`src/rtl/hamming1511_serial_encoder.sv`:
```
// Hamming(15,11) encoder with a one-entry pending buffer and a gapless framed serializer.
// Optional macro HAMMING_ERR_INJECT_EN adds inj_en/inj_pos single-bit fault injection at acceptance.
module hamming1511_serial_encoder #(
    parameter bit MSB_FIRST = 1'b0
) (
    input  logic        clk,
    input  logic        rst_n,
    input  logic        in_valid,
    output logic        in_ready,
    input  logic [10:0] in_data,
    input  logic        ser_en,
    output logic        ser_out,
    output logic        ser_valid,
    output logic        ser_frame,
    output logic [14:0] cw_out,
    output logic        cw_valid,
    output logic [15:0] frame_cnt
`ifdef HAMMING_ERR_INJECT_EN
    ,
    input  logic        inj_en,
    input  logic [3:0]  inj_pos
`endif
);

    localparam int unsigned DATA_W   = 11;
    localparam int unsigned CW_W     = 15;
    localparam int unsigned CNT_W    = 4;
    localparam int unsigned FCNT_W   = 16;
    localparam int unsigned LAST_BIT = CW_W - 1;

    typedef enum logic {
        IDLE  = 1'b0,
        SHIFT = 1'b1
    } state_t;

    state_t              state_q, state_d;
    logic [CW_W-1:0]     shift_q, shift_d;
    logic [CNT_W-1:0]    cnt_q, cnt_d;
    logic [CW_W-1:0]     pend_q, pend_d;
    logic                pend_valid_q, pend_valid_d;
    logic                ser_out_q, ser_out_d;
    logic                ser_valid_q, ser_valid_d;
    logic                ser_frame_q, ser_frame_d;
    logic [CW_W-1:0]     cw_q, cw_d;
    logic                cw_valid_q, cw_valid_d;
    logic [FCNT_W-1:0]   frame_cnt_q, frame_cnt_d;
    logic                in_ready_q, in_ready_d;

    logic [CW_W-1:0]     cw_enc;
    logic [DATA_W-1:0]   d;
    logic                p1, p2, p3, p4;
    logic                accept;
    logic                load;
    logic [CW_W-1:0]     load_word;

    assign accept = in_valid && in_ready_q;

    // Combinational encode of the incoming word into the decoder's bit layout
    always_comb begin
        d  = in_data;
        p1 = d[0] ^ d[1] ^ d[3] ^ d[4] ^ d[6] ^ d[8] ^ d[10];
        p2 = d[0] ^ d[2] ^ d[3] ^ d[5] ^ d[6] ^ d[9] ^ d[10];
        p3 = d[1] ^ d[2] ^ d[3] ^ d[7] ^ d[8] ^ d[9] ^ d[10];
        p4 = d[4] ^ d[5] ^ d[6] ^ d[7] ^ d[8] ^ d[9] ^ d[10];
        cw_enc = {d[10:4], p4, d[3:1], p3, d[0], p2, p1};
`ifdef HAMMING_ERR_INJECT_EN
        if (inj_en && (inj_pos != 4'hF)) begin
            cw_enc = cw_enc ^ (CW_W'(1) << inj_pos);
        end
`endif
    end

    // Next-state and registered-output logic
    always_comb begin
        state_d      = state_q;
        shift_d      = shift_q;
        cnt_d        = cnt_q;
        pend_d       = pend_q;
        pend_valid_d = pend_valid_q;
        ser_out_d    = ser_out_q;
        ser_valid_d  = ser_valid_q;
        ser_frame_d  = ser_frame_q;
        cw_d         = cw_q;
        cw_valid_d   = 1'b0;
        frame_cnt_d  = frame_cnt_q;
        load         = 1'b0;
        load_word    = cw_enc;

        unique case (state_q)
            IDLE: begin
                if (accept) begin
                    load = 1'b1;
                end
            end
            SHIFT: begin
                if (ser_en && (cnt_q == CNT_W'(LAST_BIT))) begin
                    frame_cnt_d = frame_cnt_q + FCNT_W'(1);
                    if (pend_valid_q) begin
                        load         = 1'b1;
                        load_word    = pend_q;
                        pend_valid_d = 1'b0;
                    end else if (accept) begin
                        load = 1'b1;
                    end else begin
                        state_d     = IDLE;
                        ser_out_d   = 1'b0;
                        ser_valid_d = 1'b0;
                        ser_frame_d = 1'b0;
                    end
                end else begin
                    if (accept) begin
                        pend_d       = cw_enc;
                        pend_valid_d = 1'b1;
                    end
                    if (ser_en) begin
                        ser_out_d   = MSB_FIRST ? shift_q[CW_W-1] : shift_q[0];
                        shift_d     = MSB_FIRST ? (shift_q << 1) : (shift_q >> 1);
                        cnt_d       = cnt_q + CNT_W'(1);
                        ser_frame_d = 1'b0;
                    end
                end
            end
            default: state_d = IDLE;
        endcase

        // A load presents bit 0 immediately and keeps the rest in the shifter
        if (load) begin
            state_d     = SHIFT;
            cw_d        = load_word;
            ser_out_d   = MSB_FIRST ? load_word[CW_W-1] : load_word[0];
            shift_d     = MSB_FIRST ? (load_word << 1) : (load_word >> 1);
            cnt_d       = '0;
            ser_valid_d = 1'b1;
            ser_frame_d = 1'b1;
            cw_valid_d  = 1'b1;
        end

        in_ready_d = !pend_valid_d;
    end

    // State and output registers
    always_ff @(posedge clk or negedge rst_n) begin
        if (!rst_n) begin
            state_q      <= IDLE;
            shift_q      <= '0;
            cnt_q        <= '0;
            pend_q       <= '0;
            pend_valid_q <= 1'b0;
            ser_out_q    <= 1'b0;
            ser_valid_q  <= 1'b0;
            ser_frame_q  <= 1'b0;
            cw_q         <= '0;
            cw_valid_q   <= 1'b0;
            frame_cnt_q  <= '0;
            in_ready_q   <= 1'b1;
        end else begin
            state_q      <= state_d;
            shift_q      <= shift_d;
            cnt_q        <= cnt_d;
            pend_q       <= pend_d;
            pend_valid_q <= pend_valid_d;
            ser_out_q    <= ser_out_d;
            ser_valid_q  <= ser_valid_d;
            ser_frame_q  <= ser_frame_d;
            cw_q         <= cw_d;
            cw_valid_q   <= cw_valid_d;
            frame_cnt_q  <= frame_cnt_d;
            in_ready_q   <= in_ready_d;
        end
    end

    assign in_ready  = in_ready_q;
    assign ser_out   = ser_out_q;
    assign ser_valid = ser_valid_q;
    assign ser_frame = ser_frame_q;
    assign cw_out    = cw_q;
    assign cw_valid  = cw_valid_q;
    assign frame_cnt = frame_cnt_q;

endmodule

```
`config.mk`:
```
export PLATFORM = sky130hd
export DESIGN_NAME = hamming1511_serial_encoder
export DESIGN_NICKNAME = d
export VERILOG_FILES = /design/src/rtl/hamming1511_serial_encoder.sv
export SDC_FILE = /design/constraint.sdc
export NUM_CORES = 1
export LEC_CHECK = 0
export CAP_MARGIN = 20
export CORE_ASPECT_RATIO = 0.8
export CORE_MARGIN = 8
export CORE_UTILIZATION = 53
export CTS_CLUSTER_DIAMETER = 40
export DETAILED_ROUTE_END_ITERATION = 12
export PLACE_DENSITY = 0.89
export REMOVE_ABC_BUFFERS = 1
export SETUP_SLACK_MARGIN = 0.05
export SYNTH_ARGS = -nofsm -noshare
export SYNTH_HDL_FRONTEND = slang
export SYNTH_SLANG_ARGS = --single-unit
```
`constraint.sdc`:
```
create_clock -name clk -period 2.27 [get_ports clk]
set_input_delay 0.227 -clock clk [delete_from_list [all_inputs] [get_ports clk]]
set_output_delay 0.227 -clock clk [all_outputs]
set_load 0.005 [all_outputs]
```
After elaboration in Yosys (flattened, before gate mapping)
Index checks and enable logic that the tools add are counted.
W data, S select, Z words.
{"block": "word_totals", "wordCells": 93, "ff_bits": 72, "in_bits": 15}
{"block": "op_classes", "bitwise_logic": 26, "n_reduce_logical": 12, "addsub": 2, "n_eq_ne": 6, "mux": 35}
{"op": "$mux W15", "count": 7}
{"op": "$xor A1 B1 Y1", "count": 24}
{"op": "$mux W1", "count": 23}
{"op": "$add A16 B1 Y16 const B", "count": 1}
{"op": "$mux W4", "count": 4}
{"op": "$reduce_and A4 Y1", "count": 2}
{"op": "$ne A3 B3 Y1 const B", "count": 2}
{"op": "$reduce_and A3 Y1", "count": 2}
{"op": "$reduce_bool A2 Y1", "count": 3}
{"op": "$add A4 B1 Y4 const B", "count": 1}
{"op": "$eq A4 B4 Y1 const B", "count": 1}
{"op": "$ne A2 B1 Y1 const B", "count": 2}
{"op": "$reduce_bool A3 Y1", "count": 1}
{"op": "$logic_and A1 B1 Y1", "count": 2}
{"op": "$ne A2 B2 Y1 const B", "count": 1}
{"op": "$not A1 Y1", "count": 2}
{"op": "$pmux W1 S2", "count": 1}
{"op": "$reduce_and A2 Y1", "count": 1}
{"op": "$logic_not A1 Y1", "count": 1}

Longest topological paths before layout
{"block": "logic_depth", "ltp_word": 10, "depth_mapped": 8}

Worst setup path after synthesis
No wires, ideal clock.
{"block": "synth_path", "path_kind": "flip-flop to flip-flop", "startpoint": "register cnt_q[0]", "endpoint": "register pend_q[14]", "setup_time_ns": 0.125, "n_path_buf": 1, "stages_incl_launch_ff": 7, "t_arrival_ns": 1.666, "path_slack_ns": 0.479, "cell_sequence": "dfrtp_1 inv_1 ha_1 nand4_1 nand4_2 buf_2 mux2_2"}
{"block": "synth_between", "elab_chain_len": 4}
{"item": "from (decl)", "line_no": "38", "source": "logic [CNT_W-1:0] cnt_q, cnt_d;"}
{"item": "from (signal assigned)", "line_no": "159", "source": "cnt_q <= cnt_d;"}
{"item": "$eq A4 B4 Y1", "line_no": "96", "source": "if (ser_en && (cnt_q == CNT_W'(LAST_BIT))) begin"}
{"item": "$logic_and A1 B1 Y1", "line_no": "96"}
{"item": "$not A1 Y1 (no source line)"}
{"item": "$reduce_and A3 Y1 (no source line)"}
{"item": "to (signal assigned)", "line_no": "160", "source": "pend_q <= pend_d;"}
{"item": "to (decl)", "line_no": "39", "source": "logic [CW_W-1:0] pend_q, pend_d;"}
No other way between the ends.
A chain may end at the register's enable or synchronous reset.

Final worst setup path
{"block": "layout_path", "startpoint": "register cnt_q[0]", "endpoint": "register pend_q[10]"}
Same word-level chain as after synthesis.

==> impl_metrics.toml <==
[floorplan]
core-area_um2 = 6280
die_w_um = 105
num_rows = 26
io_pins = 51
die_h_um = 87.5
start_util_pct = 53.9
dieArea_um2 = 9210

[placed_design]
detailed_place_hpwl_um = 5470
io_buffers = 50
place_ws_ns = 0.123
routabilityCongestion = 0.875
place_inst = 423
place_area_um2 = 3960

[setup_path]
cp_data_required_time_ns = 2.50
cpPeakStageDelay_ns = 0.44
end_kind = "register"
crit_fanout = 18
cp-start-kind = "register"
crit_type = "reg2reg"
slowest_stage = "dfrtp_1"
arrival_ns = 2.23
critical_path.cell_chain = "inv_1 > ha_1 > nand4_1 > nand4_2 > buf_4 > mux2_2"

[power]
p_clk_share_pct = 27.4
switching_power_mw = 1.41
p_int_mw = 3.23
p_leak_nw = 2.02
finalPower_mw = 4.64
power_density_nw_per_um2 = 1100
swShare_pct = 30.3
seqPwrFrac_pct = 43.8
irDropWorstVdd_uv = 514
p_comb_share_pct = 28.8

[timing]
setup_violations = 0
clock_skew_ns = 0.00535
setup_tns_ns = 0
drv_slew = 0
worst_pin_slew_ns = 0.576
fmax_mhz = 500
period_share_pct = 88.1
hold_viol = 0
layout_setup_ws_ns = 0.271
holdWs_ns = 0.410
slew-limit-headroom_pct = 61.6
rsz0062_at_grt = "false"
fin_crit_ns = 2.00

[synthesis]
synth.yosys.seq_area_share_pct = 52.6
synth-async-reset-ratio_pct = 100
synth_flop_cell = "dfrtp_1"
ys.warnings.count = 0
syn_area_um2 = 3380
postSynthAreaPerCell_um2 = 11.4
synth_edf_count = 0
ys_ff_latch = 71
synthCells = 296
synthDistinctLibCells = 43

[cts]
cts_buffers = 9
tritoncts = "built"
root_buffer = "clkbuf_8"
clk_latency_ns = 0.35
htree_levels = 3
clockBufferDepth = 2
hold_buffers = 1
clkTransAtPathRegs_ns = 0.08
ctsResizeCount = 0
cts.sinks = 71
cts_setup_buffers = 0

[global_route]
grt_max_degree = 46
antenna_found_initial = 0
grt_pass1_wl_um = 13200
overflow = 0
track_usage_pct = 18.1
grt_pass1_vias = 2645

[final_layout]
final_area_um2 = 4220
seqCellArea_um2 = 1780
area_growth_syn_to_layout_pct = 24.9
fillers = 445
post-route-util_pct = 67.3
final_common_cell = "dfrtp_1"
layout_common_cells = "dfrtp_1, clkdlybuf4s50_1, nand2_1"
antenna_cells = 0
nets = 369
multi_input_area_um2 = 1460
fin_cells = 440
drive_gt1_share_pct = 13.8

[detailed_routing]
top_layer = "met4"
drt_first_pass_iters = 4
num_vias = 2493
vias_per_cell = 5.67
met2_length_um = 4040
drt-total-wl_um = 7910
drc_errors = 0
wl_met1_um = 3210
drtIter0Drc = 159
drtAntennaViolNets = 0
dr_wl_met3_um = 486
wl_per_cell_um = 18.0

[outcome]
status = "completed"

[hold_path]
hp-class = "in2async"

[flow_run]
drv_cap = 0
-- cell type report --
| type | instances | area share (%) |
|---|---|---|
| clock inverter | 5 | 2.46 |
| clock buffer | 11 | 3.59 |
| tap | 84 | 2.49 |
| sequential | 71 | 42.1 |
| inverter | 17 | 1.51 |
| timing repair buffer | 59 | 13.4 |
| multi-input combinational | 193 | 34.5 |
-- kinds of logic after synthesis --
logic type / synth area share, %
XOR/XNOR: 10.4
AO/OA/AOI/OAI: 9.84
flip-flops: 52.6
multiplexers: 9.40
adder cells (fa/ha/maj): 1.11
AND/OR/NAND/NOR: 12.3
buffers and inverters: 4.40
-- critical path, delay by kind of cell (launching register included) --
family        cells  cell delay (ns)
simple gates      2             0.46
flops             1             0.44
mux               1             0.37
buf+inv           2             0.36
fa+ha+maj         1             0.24
-- power groups by stage --
stage	logic, mW	clock network (mW)	registers [mW]
floorplan	0.694	0	1.97
global placement	1.26	0	2.00
detailed placement	1.33	0	2.03
CTS	1.35	1.28	2.02
global route	1.48	1.32	2.08
finish	1.34	1.27	2.03
-- cells in the mapped netlist, drive strengths merged (2+ instances only) --
| master | instances | area [um^2] |
|---|---|---|
| nand4 | 6 | 43.8 |
| inv | 17 | 63.8 |
| o22ai | 3 | 25.0 |
| nor3 | 2 | 20.0 |
| nand3 | 7 | 47.6 |
| xnor3 | 7 | 158 |
| mux2i | 16 | 160 |
| clkbuf | 7 | 27.5 |
| xnor2 | 14 | 123 |
| xor2 | 8 | 70.1 |
| dfrtp | 70 | 1750 |
| nand2 | 46 | 175 |
| buf | 8 | 57.6 |
| o21ai | 25 | 125 |
| a32oi | 3 | 26.3 |
| nor2 | 8 | 30.0 |
| o221ai | 11 | 96.3 |
| mux2 | 14 | 158 |
| ha | 3 | 37.5 |
| and3 | 5 | 31.3 |
-- sequential cells by signal, indices dropped and copies added (netlist names) --
register      cells
frame_cnt        16
cw_out           15
pend_q           15
shift_q          14
cnt_q             4
cw_valid          1
in_ready          1
pend_valid_q      1
ser_frame         1
ser_out           1
ser_valid         1
state_q           1
-- per-layer routing --
layer  GRT usage [%]  vias to the layer above
met5               0                        -
met4            7.24                        0
met3            5.18                       14
met2            30.6                       86
met1            21.3                     1250
li1                -                     1143
-- final timing paths --
check                                       from                        to  slack [ns]  cells after the start
max in group asynchronous                  rst_n    shift_q[3]$_DFFE_PN0P_        1.14                      3
max                         cnt_q[0]$_DFFE_PN0P_    pend_q[10]$_DFFE_PN0P_        0.27                      6
min reg2reg                cw_out[8]$_DFFE_PN0P_     cw_out[8]$_DFFE_PN0P_        0.48                      2
min                                        rst_n  frame_cnt[8]$_DFFE_PN0P_        0.41                      2
min in group clk           cw_out[8]$_DFFE_PN0P_     cw_out[8]$_DFFE_PN0P_        0.48                      2
max reg2reg                 cnt_q[0]$_DFFE_PN0P_    pend_q[10]$_DFFE_PN0P_        0.27                      6
Power figures use the tool's default switching activity.
